===== src/rtl/rx_mac.sv =====
// ---------------------------------------------------------------------------
// rx_mac : receive-side Ethernet MAC.
//
// Takes the received byte (GMII/RGMII) or nibble (MII) stream, strips the
// preamble/SFD, holds the last four bytes back so the FCS is never forwarded,
// checks the FCS with a CRC-32 helper and forwards dst addr .. payload/pad as
// an AXI-Stream frame into the RX FIFO. tuser on the tlast beat flags a bad
// frame.
//
// Ports
//   clk, reset_n          core clock, synchronous active-low reset
//   rgmii_mac_rx_data     received byte (MII mode: nibble in [3:0])
//   rgmii_mac_rx_dv/er    frame envelope / PHY receive error
//   rgmii_mac_rx_rdy      sample strobe; the block only advances when it is 1
//   mii_select            1 = nibble (MII) mode, 0 = byte mode
//   m_rx_axis_*           frame stream out (no backpressure)
//   stat_frame_good/bad   one pulse per good / bad-or-aborted frame
// ---------------------------------------------------------------------------
module rx_mac #(
  parameter int DATA_WIDTH    = 8,
  parameter int MIN_FRAME_LEN = 64,
  parameter int MAX_FRAME_LEN = 1518
) (
  input  logic                  clk,
  input  logic                  reset_n,
  input  logic [DATA_WIDTH-1:0] rgmii_mac_rx_data,
  input  logic                  rgmii_mac_rx_dv,
  input  logic                  rgmii_mac_rx_er,
  input  logic                  rgmii_mac_rx_rdy,
  output logic [DATA_WIDTH-1:0] m_rx_axis_tdata,
  output logic                  m_rx_axis_tvalid,
  output logic                  m_rx_axis_tlast,
  output logic                  m_rx_axis_tuser,
  input  logic                  mii_select,
  output logic                  stat_frame_good,
  output logic                  stat_frame_bad
);

  typedef enum logic [1:0] {
    IDLE     = 2'd0,
    PREAMBLE = 2'd1,
    PAYLOAD  = 2'd2,
    DROP     = 2'd3
  } state_t;

  localparam logic [7:0]  PRE_BYTE = 8'h55;
  localparam logic [7:0]  SFD_BYTE = 8'hD5;
  localparam logic [31:0] CRC_INIT = 32'hFFFF_FFFF;
  localparam logic [10:0] MIN_LEN  = 11'(MIN_FRAME_LEN);
  localparam logic [10:0] MAX_LEN  = 11'(MAX_FRAME_LEN);
  localparam logic [10:0] OVR_LEN  = 11'(MAX_FRAME_LEN + 1);
  localparam logic [10:0] LEN_SAT  = 11'h7FF;
  localparam logic [10:0] FILL_LEN = 11'd4;

  // Reflected Ethernet CRC-32 (poly 0x04C11DB7), one byte, LSB first.
  function automatic logic [31:0] crc32_byte(input logic [31:0] crc, input logic [7:0] data);
    logic [31:0] c;
    c = crc;
    for (int i = 0; i < 8; i++) begin
      if (c[0] ^ data[i]) begin
        c = (c >> 1) ^ 32'hEDB8_8320;
      end else begin
        c = c >> 1;
      end
    end
    return c;
  endfunction

  state_t      state_r,     state_next_s;
  logic        nib_phase_r, nib_phase_next_s;
  logic [3:0]  nib_low_r,   nib_low_next_s;
  logic [3:0][7:0] dl_r,    dl_next_s;      // dl_r[0] is the oldest byte
  logic [31:0] crc_r,       crc_next_s;
  logic [10:0] len_r,       len_next_s;
  logic        err_r,       err_next_s;
  logic [7:0]  pend_r,      pend_next_s;
  logic        pend_v_r,    pend_v_next_s;
  logic [7:0]  tdata_r,     tdata_next_s;
  logic        tvalid_r,    tvalid_next_s;
  logic        tlast_r,     tlast_next_s;
  logic        tuser_r,     tuser_next_s;
  logic        good_r,      good_next_s;
  logic        bad_r,       bad_next_s;

  logic        byte_v_s;
  logic [7:0]  byte_s;
  logic        odd_s;
  logic        fcs_bad_s;
  logic        frame_bad_s;

  assign m_rx_axis_tdata  = tdata_r;
  assign m_rx_axis_tvalid = tvalid_r;
  assign m_rx_axis_tlast  = tlast_r;
  assign m_rx_axis_tuser  = tuser_r;
  assign stat_frame_good  = good_r;
  assign stat_frame_bad   = bad_r;

  // At end of frame the delay line holds the FCS with the first FCS byte in
  // dl_r[0], which lines up with the low byte of the complemented CRC.
  assign fcs_bad_s   = (~crc_r) != dl_r;
  assign frame_bad_s = fcs_bad_s | err_r | odd_s | (len_r < MIN_LEN) | (len_r > MAX_LEN);

  // Byte assembly: pairs nibbles in MII mode (low first), passes bytes otherwise.
  always_comb begin
    byte_v_s         = 1'b0;
    byte_s           = rgmii_mac_rx_data[7:0];
    odd_s            = 1'b0;
    nib_phase_next_s = nib_phase_r;
    nib_low_next_s   = nib_low_r;
    if (rgmii_mac_rx_rdy) begin
      if (rgmii_mac_rx_dv) begin
        if (mii_select) begin
          if (nib_phase_r) begin
            byte_v_s         = 1'b1;
            byte_s           = {rgmii_mac_rx_data[3:0], nib_low_r};
            nib_phase_next_s = 1'b0;
          end else begin
            nib_low_next_s   = rgmii_mac_rx_data[3:0];
            nib_phase_next_s = 1'b1;
          end
        end else begin
          byte_v_s         = 1'b1;
          nib_phase_next_s = 1'b0;
        end
      end else begin
        // dv falling with half a byte collected means an odd nibble count.
        odd_s            = nib_phase_r;
        nib_phase_next_s = 1'b0;
      end
    end else begin
      nib_phase_next_s = nib_phase_r;
    end
  end

  // Next-state and datapath logic; output strobes are single-cycle pulses.
  always_comb begin
    state_next_s  = state_r;
    dl_next_s     = dl_r;
    crc_next_s    = crc_r;
    len_next_s    = len_r;
    err_next_s    = err_r;
    pend_next_s   = pend_r;
    pend_v_next_s = pend_v_r;
    tdata_next_s  = tdata_r;
    tvalid_next_s = 1'b0;
    tlast_next_s  = 1'b0;
    tuser_next_s  = 1'b0;
    good_next_s   = 1'b0;
    bad_next_s    = 1'b0;

    case (state_r)
      IDLE: begin
        if (byte_v_s) begin
          if (byte_s == PRE_BYTE) begin
            state_next_s = PREAMBLE;
          end else begin
            state_next_s = DROP;
          end
        end else begin
          state_next_s = IDLE;
        end
      end

      PREAMBLE: begin
        if (rgmii_mac_rx_rdy && !rgmii_mac_rx_dv) begin
          state_next_s = IDLE;
        end else if (byte_v_s) begin
          if (byte_s == PRE_BYTE) begin
            state_next_s = PREAMBLE;
          end else if (byte_s == SFD_BYTE) begin
            state_next_s  = PAYLOAD;
            crc_next_s    = CRC_INIT;
            len_next_s    = 11'd0;
            err_next_s    = 1'b0;
            pend_v_next_s = 1'b0;
          end else begin
            state_next_s = DROP;
          end
        end else begin
          state_next_s = PREAMBLE;
        end
      end

      PAYLOAD: begin
        err_next_s = err_r | (rgmii_mac_rx_rdy & rgmii_mac_rx_dv & rgmii_mac_rx_er);
        if (rgmii_mac_rx_rdy && !rgmii_mac_rx_dv) begin
          // End of frame: flush the pending byte as tlast, or report a runt
          // that never got a byte past the FCS hold-back.
          state_next_s  = IDLE;
          pend_v_next_s = 1'b0;
          if (pend_v_r) begin
            tdata_next_s  = pend_r;
            tvalid_next_s = 1'b1;
            tlast_next_s  = 1'b1;
            tuser_next_s  = frame_bad_s;
            good_next_s   = ~frame_bad_s;
            bad_next_s    = frame_bad_s;
          end else begin
            bad_next_s = 1'b1;
          end
        end else if (rgmii_mac_rx_rdy && (len_r == OVR_LEN)) begin
          // Oversize: close the frame as bad and discard the rest of it.
          state_next_s  = DROP;
          pend_v_next_s = 1'b0;
          tdata_next_s  = pend_r;
          tvalid_next_s = pend_v_r;
          tlast_next_s  = pend_v_r;
          tuser_next_s  = pend_v_r;
          bad_next_s    = 1'b1;
        end else if (byte_v_s) begin
          state_next_s = PAYLOAD;
          len_next_s   = (len_r == LEN_SAT) ? len_r : (len_r + 11'd1);
          dl_next_s    = {byte_s, dl_r[3], dl_r[2], dl_r[1]};
          if (len_r >= FILL_LEN) begin
            crc_next_s    = crc32_byte(crc_r, dl_r[0]);
            pend_next_s   = dl_r[0];
            pend_v_next_s = 1'b1;
            tdata_next_s  = pend_r;
            tvalid_next_s = pend_v_r;
          end else begin
            pend_v_next_s = pend_v_r;
          end
        end else begin
          state_next_s = PAYLOAD;
        end
      end

      DROP: begin
        if (rgmii_mac_rx_rdy && !rgmii_mac_rx_dv) begin
          state_next_s = IDLE;
        end else begin
          state_next_s = DROP;
        end
      end

      default: begin
        state_next_s = IDLE;
      end
    endcase
  end

  // State, datapath and output registers with synchronous reset.
  always_ff @(posedge clk) begin
    if (!reset_n) begin
      state_r     <= IDLE;
      nib_phase_r <= 1'b0;
      nib_low_r   <= 4'h0;
      dl_r        <= 32'h0000_0000;
      crc_r       <= CRC_INIT;
      len_r       <= 11'd0;
      err_r       <= 1'b0;
      pend_r      <= 8'h00;
      pend_v_r    <= 1'b0;
      tdata_r     <= 8'h00;
      tvalid_r    <= 1'b0;
      tlast_r     <= 1'b0;
      tuser_r     <= 1'b0;
      good_r      <= 1'b0;
      bad_r       <= 1'b0;
    end else begin
      state_r     <= state_next_s;
      nib_phase_r <= nib_phase_next_s;
      nib_low_r   <= nib_low_next_s;
      dl_r        <= dl_next_s;
      crc_r       <= crc_next_s;
      len_r       <= len_next_s;
      err_r       <= err_next_s;
      pend_r      <= pend_next_s;
      pend_v_r    <= pend_v_next_s;
      tdata_r     <= tdata_next_s;
      tvalid_r    <= tvalid_next_s;
      tlast_r     <= tlast_next_s;
      tuser_r     <= tuser_next_s;
      good_r      <= good_next_s;
      bad_r       <= bad_next_s;
    end
  end

endmodule

===== config.mk =====
export PLATFORM = sky130hd
export DESIGN_NAME = rx_mac
export DESIGN_NICKNAME = d
export VERILOG_FILES = /design/src/rtl/rx_mac.sv
export SDC_FILE = /design/constraint.sdc
export NUM_CORES = 1
export LEC_CHECK = 0
export CAP_MARGIN = 10
export CORE_ASPECT_RATIO = 1.5
export CORE_MARGIN = 3
export CORE_UTILIZATION = 48
export CTS_BUF_LIST = sky130_fd_sc_hd__clkbuf_8 sky130_fd_sc_hd__clkbuf_16
export DETAILED_ROUTE_END_ITERATION = 8
export PLACE_DENSITY = 0.67
export REMOVE_ABC_BUFFERS = 1
export SETUP_SLACK_MARGIN = 0.5
export SLEW_MARGIN = 20
export SYNTH_ARGS = -nofsm -noshare
export SYNTH_HDL_FRONTEND = slang
export SYNTH_SLANG_ARGS = --single-unit
export TNS_END_PERCENT = 1

===== constraint.sdc =====
create_clock -name clk -period 2.6 [get_ports clk]
set_input_delay 0.52 -clock clk [delete_from_list [all_inputs] [get_ports clk]]
set_output_delay 0.52 -clock clk [all_outputs]
set_load 0.1 [all_outputs]

# Yosys cells after proc, flatten, opt, wreduce, memory -nomap -nowiden
# Cells that the tools add are included.
dict set report op_classes {
  n_eq_ne 20
  mux 111
  n_lt_le_gt_ge 3
  n_bitwise 28
  n_addsub 1
  reduce_logical 17
}
# cell count
set op_table {}
lappend op_table {{two-way mux 32 bit} 51}
lappend op_table {{inverter 13 -> 14 bit} 8}
lappend op_table {{two-way mux 11 bit} 8}
lappend op_table {{two-way mux 8 bit} 9}
lappend op_table {{case mux 32 bit (2 select lines)} 1}
lappend op_table {{inequality test 32 bit} 1}
lappend op_table {{inverter 32 bit} 1}
lappend op_table {{two-way mux 1 bit} 31}
lappend op_table {{== test 11 bit, second input constant} 2}
lappend op_table {{case mux 11 bit (2 select lines)} 1}
lappend op_table {{inequality test 2 bit, second input constant} 10}
lappend op_table {{AND reduction 9 bit} 2}
lappend op_table {{AND reduction 4 bit} 4}
lappend op_table {{two-way mux 2 bit} 7}
lappend op_table {{adder 11 x 1 -> 11 bit, second input constant} 1}
lappend op_table {{greater-or-equal comparator 11 x 3 -> 1 bit, second input constant} 1}
lappend op_table {{> comparator 11 bit, second input constant} 1}
lappend op_table {{< comparator 11 x 7 -> 1 bit, second input constant} 1}
lappend op_table {{AND reduction 5 bit} 2}
lappend op_table {{== test 8 x 7 -> 1 bit, second input constant} 1}
lappend op_table {{== test 8 bit, second input constant} 1}
lappend op_table {{inequality test 4 bit, second input constant} 2}
lappend op_table {{case mux 2 bit (4 select lines)} 1}
lappend op_table {{bitwise XOR 1 bit} 8}
lappend op_table {{13 further kinds} 25}
dict set report word_totals {
  reg_bits 105
  out_inout_bits 13
}

# Logic depth before layout (Yosys ltp)
# Gate-level depths: netlist (run 1).
dict set report depth {
  depth_word 57
  depth_mapped 9
  depth_no_buf 9
}

# Least setup slack after synthesis (run 1)
# OpenSTA, ideal clock, no wires.
dict set report synth_path {
  kind {register to register}
  start {register dl_r[0] (netlist bit)}
  end {register bad_r, in the netlist stat_frame_bad}
  path_stages_with_launch 9
  synth_period_minus_slack_ps 2108
  arrival_time_ps 1984
  path_slack_ps 492
  n_path_buf 0
  cell_sequence {dfxtp_1 xor2_4 ha_1 nand2_1 nor3_1 nand4_1 or4_1 nor3_1 a21oi_1}
}
dict set report synth_via {
  elab_chain_len 7
}
# item line_no
set synth_lines {}
lappend synth_lines {{from (decl)} 72} ;# logic [3:0][7:0] dl_r, dl_next_s;
lappend synth_lines {{from (signal assigned)} 264} ;# dl_r <= dl_next_s;
lappend synth_lines {{inequality test 32 bit} 100} ;# assign fcs_bad_s = (~crc_r) != dl_r;
lappend synth_lines {{OR 1 bit (4 in series)} 101} ;# assign frame_bad_s = fcs_bad_s | err_r | odd_s | (len_r < MIN_LEN) | (len_r > MAX_LEN);
lappend synth_lines {{two-way mux 1 bit} 191} ;# if (pend_v_r) begin
lappend synth_lines {{two-way mux 1 bit} 186} ;# if (rgmii_mac_rx_rdy && !rgmii_mac_rx_dv) begin
lappend synth_lines {{to (signal assigned)} 275} ;# bad_r <= bad_next_s;
lappend synth_lines {{to (decl)} 83} ;# logic bad_r, bad_next_s;
# Every way passes these cells.
# A chain may end at the register's enable or synchronous reset.

# Worst setup path in the final report (run 1)
dict set report layout_path {
  start {register len_r[0]}
  end {register pend_r[0]}
}
dict set report layout_via {
  elab_chain_len 4
  elab_cells_between_ends 5
  cone_classes {order compare: 1; eq/ne: 1; bitwise: 1; reduce/logical: 2}
}
# item line_no
set layout_lines {}
lappend layout_lines {{from (decl)} 74} ;# logic [10:0] len_r, len_next_s;
lappend layout_lines {{from (signal assigned)} 266} ;# len_r <= len_next_s;
lappend layout_lines {{branches (longest 3 deep; another with greater-or-equal comparator 11 x 3 -> 1 bit)} n/a}
lappend layout_lines {{AND reduction 5 bit (no line) *} n/a}
lappend layout_lines {{to (signal assigned)} 268} ;# pend_r <= pend_next_s;
lappend layout_lines {{to (decl)} 76} ;# logic [7:0] pend_r, pend_next_s;
# Every way passes the cells marked *.

==> results of run 1 <==
-- cell families after synthesis --
| logic type | count (synthesis) | synth area share |
|---|---|---|
| buffers and inverters | 52 | 0.03800 |
| AOI/OAI and AO/OA | 160 | 0.1690 |
| DFF | 105 | 0.3869 |
| adders and majority gates | 4 | 0.009213 |
| xor gates and xnor gates | 94 | 0.1785 |
| and+or+nand+nor | 209 | 0.1889 |
| muxes | 16 | 0.02948 |
-- worst min-delay path: cells and delay by family (launching register included) --
family | cells | cell delay [ns]
and+or+nand+nor | 1 | 0.05
DFF | 1 | 0.31
AOI/OAI and AO/OA | 1 | 0.05
-- where the power goes --
group | leakage (nW) | internal, mW | switching (mW) | total (mW)
registers | 0.850 | 1.62 | 0.0170 | 1.64
logic | 1.49 | 0.173 | 0.220 | 0.393
clock network | 0.151 | 0.871 | 0.610 | 1.48
-- area by class of cell --
type	instances	area (um2)
Timing Repair Buffer	92	845.8
Inverter	10	37.54
Tap cell	147	183.9
Clock inverter	6	91.34
Multi-Input combinational cell	484	3331
Clock buffer	10	239.0
Fill cell	963	4219
Sequential cell	105	2108
-- flip-flops by register name (all words and copies together) (netlist names) --
| name | flops |
|---|---|
| crc_r | 32 |
| dl_r | 32 |
| len_r | 11 |
| m_rx_axis_tdata | 8 |
| pend_r | 8 |
| nib_low_r | 4 |
| state_r | 2 |
| err_r | 1 |
| m_rx_axis_tlast | 1 |
| m_rx_axis_tuser | 1 |
| m_rx_axis_tvalid | 1 |
| nib_phase_r | 1 |
| pend_v_r | 1 |
| stat_frame_bad | 1 |
| stat_frame_good | 1 |
-- synthesized netlist by cell type, types with 4 or more instances --
| master | instances | share of area |
|---|---|---|
| sky130_fd_sc_hd__nand4_1 | 6 | 0.0069 |
| sky130_fd_sc_hd__a21oi_1 | 75 | 0.069 |
| sky130_fd_sc_hd__nor3_1 | 8 | 0.0074 |
| sky130_fd_sc_hd__nand2_1 | 84 | 0.058 |
| sky130_fd_sc_hd__inv_1 | 10 | 0.0069 |
| sky130_fd_sc_hd__nor2_1 | 35 | 0.024 |
| sky130_fd_sc_hd__nor4_1 | 24 | 0.028 |
| sky130_fd_sc_hd__a31oi_1 | 8 | 0.0092 |
| sky130_fd_sc_hd__clkbuf_1 | 32 | 0.022 |
| sky130_fd_sc_hd__ha_1 | 4 | 0.0092 |
| sky130_fd_sc_hd__o211ai_1 | 12 | 0.017 |
| sky130_fd_sc_hd__xnor2_1 | 73 | 0.12 |
| sky130_fd_sc_hd__xor2_1 | 7 | 0.011 |
| sky130_fd_sc_hd__o21ai_0 | 16 | 0.015 |
| sky130_fd_sc_hd__buf_2 | 9 | 0.0083 |
| sky130_fd_sc_hd__o21ai_1 | 25 | 0.023 |
| sky130_fd_sc_hd__nand2b_1 | 6 | 0.0069 |
| sky130_fd_sc_hd__dfxtp_1 | 105 | 0.39 |
| sky130_fd_sc_hd__xnor2_2 | 7 | 0.021 |
| sky130_fd_sc_hd__nand3_1 | 18 | 0.017 |
| sky130_fd_sc_hd__mux2i_1 | 16 | 0.029 |
| sky130_fd_sc_hd__a211oi_1 | 11 | 0.015 |
-- metal layers --
| metal | part of all wire | global-route usage | routed length (um) | up-vias |
|---|---|---|---|---|
| met5 | 0 | 0 | 0 | - |
| met4 | 0.047 | 0.1125 | 748 | 0 |
| met3 | 0.051 | 0.03433 | 805 | 55 |
| met2 | 0.51 | 0.4176 | 8084 | 200 |
| met1 | 0.39 | 0.2990 | 6118 | 2431 |
| li1 | - | - | - | 2376 |
-- final timing paths --
path | slack, ns | to | startpoint | depth (start not counted)
max | 0.47 | pend_r[0] | len_r[0] | 9
min | 0.45 | pend_r[2] | pend_r[2] | 2
max reg2reg | 0.47 | pend_r[0] | len_r[0] | 9
min reg2reg | 0.45 | pend_r[2] | pend_r[2] | 2
-- metrics by stage --
| step | total power, mW | cells |
|---|---|---|
| 2_1_floorplan | 1.878 | 598 |
| 3_3_place_gp | 2.024 | 825 |
| 3_5_place_dp | 2.029 | 825 |
| 4_1_cts | 3.512 | 848 |
| 5_1_grt | 3.642 | 854 |
| 6_report | 3.514 | 854 |
-- what timing repair did --
item,4_1_cts,5_1_grt
hold endpoints to repair,0,0
setup endpoints to repair,96,94
hold buffers,0,0
cloned,2,3
pin swaps,9,4
buffers inserted,5,3
gates resized for setup,50,18
==> summary.md, run 1 <==
| Metric | Value |
|---|---|
| Buffer and inverter count on the worst path | `2` |
| Later-pin clock latency in the skew report | `0.35 ns` |
| Total overflow reported by the global router | `0` |
| Total Wirelength | `15.76 mm` |
| Standby leakage power | `2.486 nW` |
| Place WS | `-0.3060 ns` |
| Critical-path top delay cell | `sky130_fd_sc_hd__dfxtp_1` |
| Final TNS setup | `0 ns` |
| Seq cells post-synth | `105` |
| Worst path arrival time | `2.35 ns` |
| CP endpoint kind | `flip-flop` |
| Antenna Violating Nets Remaining | `0` |
| Path class of the lowest-slack min-delay path | `flip-flop to flip-flop` |
| Routed length per placed instance | `18.45 um` |
| Mean Syn Cell Area | `8.489 um2` |
| Num ports | `27` |
| Initial Util | `0.4914` |
| DP Area | `6142 um2` |
| Antenna violations before repair | `0` |
| H-tree depth reported by CTS | `3` |
| Portion of the post-synthesis area used by sequential elements | `0.3869` |
| Highest clock rate | `469.5 MHz` |
| Number of diodes | `0` |
| Number of warning messages in the yosys log | `0` |
| Port Buffers | `26` |
| Clock buffers created by TritonCTS | `9` |
| Proportion of layout cells with a drive suffix above 1 | `0.2065` |
| Clock-pin slew of the registers on the worst-case setup and hold paths | `0.07 ns` |
| Setup repair after global routing missed its margin | `true` |
| Most common cell after layout, fill and taps aside | `sky130_fd_sc_hd__dfxtp_1` |
| DR DRC count | `0` |
| PwrDens | `514.0 nW/um2` |
| CP delay by family, top | `simple AND/OR/NAND/NOR gates` |
| Overall track demand over capacity in global routing | `0.2433` |
| Largest clock skew in the final design | `0.01042 ns` |
| Placer Congestion | `0.9158` |
| Dominant register cell in the synthesized netlist | `sky130_fd_sc_hd__dfxtp_1` |
| Vias in the first global route | `4705` |
| CTS tree | `built` |
| Number of maximum-capacitance constraint violations | `0` |
| Critical Path Most Common Cell | `sky130_fd_sc_hd__nand2_1` |
| CP required | `2.82 ns` |
| Post-synth EDFFs | `0` |
| Biggest cell delay along the critical path | `0.34 ns` |
| Overall die area | `12660 um2` |
| Floorplan row count | `47` |
| Horizontal die dimension | `92.87 um` |
| Proportion of register bits with asynchronous set or reset after synthesis | `0` |
| Number of iterations in the first detailed-routing pass | `7` |
| Number of hold violations in the final report | `0` |
| Critical Path Source Type | `flip-flop` |
| Actual transition at the worst max-transition pin | `0.6720 ns` |
| Post-Syn Instances | `640` |
| Max Root-Sink Buffers | `2` |
| Number of slew-limit violations in the final report | `0` |
| Top library cells by usage in the layout, fill and taps aside | `sky130_fd_sc_hd__dfxtp_1, sky130_fd_sc_hd__nand2_1, sky130_fd_sc_hd__a21oi_1, sky130_fd_sc_hd__xnor2_1, sky130_fd_sc_hd__buf_4` |
| Maximum vdd ir drop | `0.4027 mV` |
| Final instance area | `6837 um2` |
| Drt via density | `5.927` |
| Startpoint-to-endpoint class of the critical path | `flip-flop to flip-flop` |
| Die height | `136.3 um` |
| Status | `complete, no violations` |
| Maximum number of pins on one net before global-route repair | `49` |
| Critical-path cell list | `ha_1 -> and3_2 -> a41o_2 -> nor3_4 -> buf_4 -> nand2_1 -> buf_12 -> nand2_1 -> a21oi_1` |
| Via count of the routed design | `5062` |
| Post-layout minimum cycle time | `2.130 ns` |
| Crit-path max FO | `8` |
| Cell chosen for the clock root | `sky130_fd_sc_hd__clkbuf_16` |
| Hpwl dp | `10.23 mm` |
| Initial detailed-routing violation count | `391` |
| Synthesis-to-finish area growth | `25.84%` |
| Crit path setup slack, layout | `0.4699 ns` |
| Post-Syn Area | `5433 um2` |
| Final setup violation count | `0` |
| Number of nets in the finished design | `720` |
| Netlist cell types | `52` |
| Hold_ws | `0.4532 ns` |
| Relative slew slack | `0.5520` |
| Share of the cycle needed by the critical path after routing | `0.8193` |
| CTS sink cnt | `105` |
| Core footprint | `11060 um2` |
| Wire length of the first global-routing pass | `24.28 mm` |
| Core occupancy in the finished layout | `0.6184` |
Power figures use the tool's default switching activity.
==> run 2, diff against run 1 <==
==> constraint.sdc (replaced) <==
create_clock -name clk -period 2.16 [get_ports clk]
set_input_delay 0.432 -clock clk [delete_from_list [all_inputs] [get_ports clk]]
set_output_delay 0.432 -clock clk [all_outputs]
set_load 0.1 [all_outputs]
==> run 2 against run 1 <==
Net effect:
- core utilization grew 3.7 points
- critical path depth down 2
- clock skew shrank 0.0045 ns
- cell count increased by 4.0%
- highest routed layer unchanged
==> summary.md, run 2 (synthesis results as in run 1) <==
| Metric | Value |
|---|---|
| Actual transition at the worst max-transition pin | `0.5669 ns` |
| Top library cells by usage in the layout, fill and taps aside | `sky130_fd_sc_hd__dfxtp_1, sky130_fd_sc_hd__buf_4, sky130_fd_sc_hd__nand2_1, sky130_fd_sc_hd__xnor2_1, sky130_fd_sc_hd__a21oi_1` |
| Wire length of the first global-routing pass | `25.75 mm` |
| Later-pin clock latency in the skew report | `0.35 ns` |
| Final setup violation count | `0` |
| Antenna Violating Nets Remaining | `0` |
| Share of the cycle needed by the critical path after routing | `0.9600` |
| Critical Path Source Type | `flip-flop` |
| Initial Util | `0.4914` |
| Number of slew-limit violations in the final report | `0` |
| Relative slew slack | `0.6202` |
| DP Area | `6357 um2` |
| Highest clock rate | `482.3 MHz` |
| Filler-free cell count of the finished design | `888` |
| Final instance area | `7242 um2` |
| R2r setup slk | `0.09 ns` |
| Routed length per placed instance | `18.66 um` |
| Horizontal die dimension | `92.87 um` |
| Total overflow reported by the global router | `0` |
| Total of fill cells in the finished design | `924` |
| Antenna violations before repair | `0` |
| Final Total Pwr | `4.110 mW` |
| Worst path arrival time | `2.28 ns` |
| Setup repair after global routing missed its margin | `true` |
| Num ports | `27` |
| Hpwl dp | `10.46 mm` |
| Number of iterations in the first detailed-routing pass | `5` |
| Floorplan row count | `47` |
| Core occupancy in the finished layout | `0.6550` |
| CP required | `2.37 ns` |
| Number of maximum-capacitance constraint violations | `0` |
| Drt via density | `5.921` |
| R2r startpoint | `dl_r[5]` |
| Number of diodes | `0` |
| Cell chosen for the clock root | `sky130_fd_sc_hd__clkbuf_16` |
| Proportion of layout cells with a drive suffix above 1 | `0.2713` |
| Total Wirelength | `16.57 mm` |
| CTS sink cnt | `105` |
| Maximum number of pins on one net before global-route repair | `66` |
| Number of nets in the finished design | `754` |
| Launch point of the critical path | `dl_r[5]` |
| Clock-pin slew of the registers on the worst-case setup and hold paths | `0.07 ns` |
| DR DRC count | `0` |
| Post-layout minimum cycle time | `2.074 ns` |
| Via count of the routed design | `5258` |
| Regs by FF count | `crc_r (32), dl_r (32), len_r (11)` |
| Clock buffers created by TritonCTS | `9` |
| Path class of the lowest-slack min-delay path | `flip-flop to flip-flop` |
| Overall track demand over capacity in global routing | `0.2603` |
| Core footprint | `11060 um2` |
| Synthesis-to-finish area growth | `33.30%` |
| Number of hold violations in the final report | `0` |
| Hold_ws | `0.4551 ns` |
| Status | `complete, no violations` |
| Initial detailed-routing violation count | `324` |
| Overall die area | `12660 um2` |
| Placer Congestion | `0.9134` |
| Vias in the first global route | `5032` |
| Maximum vdd ir drop | `0.3155 mV` |
| Startpoint-to-endpoint class of the critical path | `flip-flop to flip-flop` |
| Port Buffers | `26` |
| Max Root-Sink Buffers | `2` |
| Hold buffer count at CTS | `0` |
| Crit-path max FO | `4` |
| CP endpoint kind | `flip-flop` |
| Worst Min Path Start | `pend_r[3]` |
| Largest clock skew in the final design | `0.005937 ns` |
| Die height | `136.3 um` |
| CTS tree | `built` |
| H-tree depth reported by CTS | `3` |
| Most common cell after layout, fill and taps aside | `sky130_fd_sc_hd__dfxtp_1` |
| Standby leakage power | `2.720 nW` |
| Number of placed instances with taps included | `852` |
| PwrDens | `567.5 nW/um2` |
[run 2: repair_timing]
action	in CTS	in global routing
endpoints found under the setup margin	98	97
setup buffers	10	3
pin swaps	17	12
gates cloned	5	2
gates resized for setup	61	30
[run 2: worst max-delay path, stage by stage, from the launching register on]
cell and delay [ns]:
sky130_fd_sc_hd__dfxtp_1 0.33, sky130_fd_sc_hd__xnor2_2 0.38, sky130_fd_sc_hd__buf_4 0.22, sky130_fd_sc_hd__xnor2_2 0.15
sky130_fd_sc_hd__xnor2_1 0.34, sky130_fd_sc_hd__xnor2_1 0.16, sky130_fd_sc_hd__nor4_2 0.23, sky130_fd_sc_hd__o21ai_1 0.12
[run 2: worst paths after layout]
path | end | depth (start not counted)
worst min register to register | pend_r[3] | 2
worst max register to register | crc_r[17] | 7
worst max-delay path | crc_r[17] | 7
worst min-delay path | pend_r[3] | 2
[run 2: power breakdown]
part / switching (mW) / internal (mW) / leakage [nW]
registers: 0.0209 / 1.95 / 0.850
clock network: 0.749 / 0.897 / 0.137
logic: 0.271 / 0.219 / 1.73
[run 2: per-stage QoR]
step / setup WS, ns / TNS (ns)
after floorplan: -2.552 / -126.47
final: 0.08648 / 0
after global placement: -0.5685 / -38.12
after CTS: 0.1616 / 0
after global routing: -0.006333 / -0.006333
after detailed placement: -0.7179 / -45.01
[run 2: cell type report]
| class | instances | area, um2 | area share |
|---|---|---|---|
| repair buffers | 127 | 1224 | 0.1690 |
| clock inverters | 7 | 71.32 | 0.009848 |
| clock buffers | 9 | 225.2 | 0.03110 |
| multi-input cells | 483 | 3390 | 0.4680 |
| flip-flops and latches | 105 | 2111 | 0.2915 |
| inverters | 10 | 37.54 | 0.005183 |
| well taps | 147 | 183.9 | 0.02540 |
[run 2: layer usage]
layer / GRT usage / up-vias / wire length, um
li1: - / 2450 / -
met1: 0.2978 / 2568 / 6440
met2: 0.4549 / 182 / 8464
met3: 0.05094 / 58 / 807
met4: 0.1353 / 0 / 860
met5: 0 / - / 0
==> run 3, diff against run 2 <==
--- a/config.mk
+++ b/config.mk
@@ -7,7 +7,6 @@
 export LEC_CHECK = 0
 export CAP_MARGIN = 10
 export CORE_ASPECT_RATIO = 1.5
-export CORE_MARGIN = 3
 export CORE_UTILIZATION = 48
 export CTS_BUF_LIST = sky130_fd_sc_hd__clkbuf_8 sky130_fd_sc_hd__clkbuf_16
 export DETAILED_ROUTE_END_ITERATION = 8
==> run 3 against run 2 <==
Net effect:
- total power fell by 1.7%
- global-route usage is 3.0 points higher
- clock skew rose by 0.0065 ns
- design area is 1.1% higher
- setup slack better by 0.021 ns
- largest power group unchanged
- highest routed layer unchanged
==> summary.md, run 3 (synthesis results as in run 1) <==
| Metric | Value |
|---|---|
| Drt via density | `5.889` |
| CP required | `2.47 ns` |
| CTS tree | `built` |
| Maximum vdd ir drop | `0.3194 mV` |
| Wire length of the first global-routing pass | `25.96 mm` |
| Critical Path Source Type | `flip-flop` |
| Total overflow reported by the global router | `0` |
| Max Root-Sink Buffers | `2` |
| Number of nets in the finished design | `752` |
| Antenna Violating Nets Remaining | `0` |
| PwrDens | `551.8 nW/um2` |
| Largest clock skew in the final design | `0.01242 ns` |
| H-tree depth reported by CTS | `3` |
| DR DRC count | `0` |
| Buffer and inverter count on the worst path | `1` |
| Core footprint | `11060 um2` |
| Most common cell after layout, fill and taps aside | `sky130_fd_sc_hd__dfxtp_1` |
| Critical-path top delay cell | `sky130_fd_sc_hd__or4_4` |
| Initial detailed-routing violation count | `356` |
| Post-layout minimum cycle time | `2.053 ns` |
| Placer Congestion | `0.9407` |
| Via count of the routed design | `5212` |
| Status | `complete, no violations` |
| Hold_ws | `0.4524 ns` |
| Area of the multi-input gates | `3498 um2` |
| CP delay by family, top | `simple AND/OR/NAND/NOR gates` |
| Port Buffers | `26` |
| Final instance area | `7318 um2` |
| Number of maximum-capacitance constraint violations | `0` |
| Critical Path Most Common Cell | `sky130_fd_sc_hd__nor4_4` |
| DP Area | `6382 um2` |
| Actual transition at the worst max-transition pin | `0.5609 ns` |
| Final setup violation count | `0` |
| Setup repair after global routing missed its margin | `true` |
| Number of diodes | `0` |
| Num ports | `27` |
| Antenna violations before repair | `0` |
| Regs by FF count | `crc_r (32), dl_r (32), len_r (11)` |
| Overall track demand over capacity in global routing | `0.2900` |
| Die height | `132.3 um` |
| Proportion of layout cells with a drive suffix above 1 | `0.2710` |
| Maximum number of pins on one net before global-route repair | `66` |
| Worst path arrival time | `2.36 ns` |
| Overall die area | `11760 um2` |
| Worst hold stages | `2` |
| Hpwl dp | `10.46 mm` |
| R2r startpoint | `crc_r[7]` |
| Synthesis-to-finish area growth | `34.71%` |
| Biggest cell delay along the critical path | `0.58 ns` |
| Register area | `2112 um2` |
| Number of iterations in the first detailed-routing pass | `5` |
| Top library cells by usage in the layout, fill and taps aside | `sky130_fd_sc_hd__dfxtp_1, sky130_fd_sc_hd__buf_4, sky130_fd_sc_hd__nand2_1, sky130_fd_sc_hd__a21oi_1, sky130_fd_sc_hd__xnor2_1` |
| Crit-path max FO | `5` |
| CP endpoint kind | `flip-flop` |
| Share of the cycle needed by the critical path after routing | `0.9504` |
| Filler-free cell count of the finished design | `885` |
| Relative slew slack | `0.6261` |
| Later-pin clock latency in the skew report | `0.36 ns` |
| Clock-pin slew of the registers on the worst-case setup and hold paths | `0.07 ns` |
| Floorplan row count | `47` |
| Standby leakage power | `2.761 nW` |
| Path class of the lowest-slack min-delay path | `flip-flop to flip-flop` |
| Startpoint-to-endpoint class of the critical path | `flip-flop to flip-flop` |
| Number of placed instances with taps included | `852` |
| Worst Min Path Start | `pend_r[2]` |
| Highest clock rate | `487.1 MHz` |
| Total of fill cells in the finished design | `892` |
| Horizontal die dimension | `88.87 um` |
| Routed length per placed instance | `18.51 um` |
| Number of hold violations in the final report | `0` |
| R2r setup slk | `0.11 ns` |
| CTS sink cnt | `105` |
| Critical-path cell list | `xnor2_4 -> nor4_4 -> nand2_1 -> or4_4 -> nor4_4 -> buf_4` |
| R2r worst-path depth | `6` |
| Cell chosen for the clock root | `sky130_fd_sc_hd__clkbuf_16` |
| Hold path endpoint | `pend_r[2]` |
| Worst flop-to-flop path endpoint | `stat_frame_good` |
| Vias in the first global route | `5161` |
| Number of slew-limit violations in the final report | `0` |
| Clock buffers created by TritonCTS | `9` |
| Total Wirelength | `16.38 mm` |
| Initial Util | `0.4914` |
==> run 3: worst max path at each step <==
stage                                     from         endpoint  slack (ns)  cells after the start
final                                 crc_r[7]  stat_frame_good        0.11                      6
after global routing                  crc_r[7]  stat_frame_good        0.01                      6
after CTS                 rgmii_mac_rx_data[3]        crc_r[28]        0.18                     10
after detailed placement  rgmii_mac_rx_data[1]         crc_r[7]       -0.56                      9
after global placement    rgmii_mac_rx_data[1]         crc_r[4]       -0.49                      9
after floorplan                     state_r[0]        pend_r[0]       -2.55                      5
==> run 3: power breakdown <==
group	switching, mW	total, mW	internal, mW
combinational	0.294	0.531	0.236
clock	0.727	1.53	0.805
sequential	0.0222	1.98	1.95
==> run 3: through the flow <==
step                      setup slack [ns]  total power [mW]  setup TNS, ns  utilization
after global placement             -0.4867             2.457         -29.46       0.5773
final                               0.1071             4.038              0       0.6620
after floorplan                     -2.552             2.261        -126.47            -
after detailed placement           -0.5599             2.462         -34.31       0.5773
after CTS                           0.1799             4.033              0       0.6543
after global routing               0.01428             4.172              0       0.6620
==> run 3: area by class of cell <==
class                      count  area share
clock buffer                  10     0.03266
sequential                   105      0.2886
multi-input combinational    483      0.4780
clock inverter                 5    0.004616
timing repair buffer         125      0.1658
inverter                      10    0.005129
tap                          147     0.02513
==> run 3: tightest hold or removal path: cells and delay by family, from the launching register on <==
family	cells	cell delay [ns]
AO/OA/AOI/OAI	1	0.05
flip-flops	1	0.31
AND/OR/NAND/NOR	1	0.05
==> run 3: repair_timing <==
item                       in CTS  in global routing
buffers inserted               10                  4
resized for setup              95                 10
gates cloned                    4                  0
hold buffers                    0                  0
setup endpoints to repair     100                 97
pin swaps                      35                  3
==> run 3: routing by layer <==
| layer | vias up | track usage | part of all wire | wire, um |
|---|---|---|---|---|
| li1 | 2431 | - | - | - |
| met1 | 2516 | 0.3444 | 0.39 | 6341 |
| met2 | 202 | 0.4795 | 0.51 | 8272 |
| met3 | 63 | 0.04696 | 0.049 | 809 |
| met4 | 0 | 0.1738 | 0.058 | 954 |
| met5 | - | 0 | 0 | 0 |
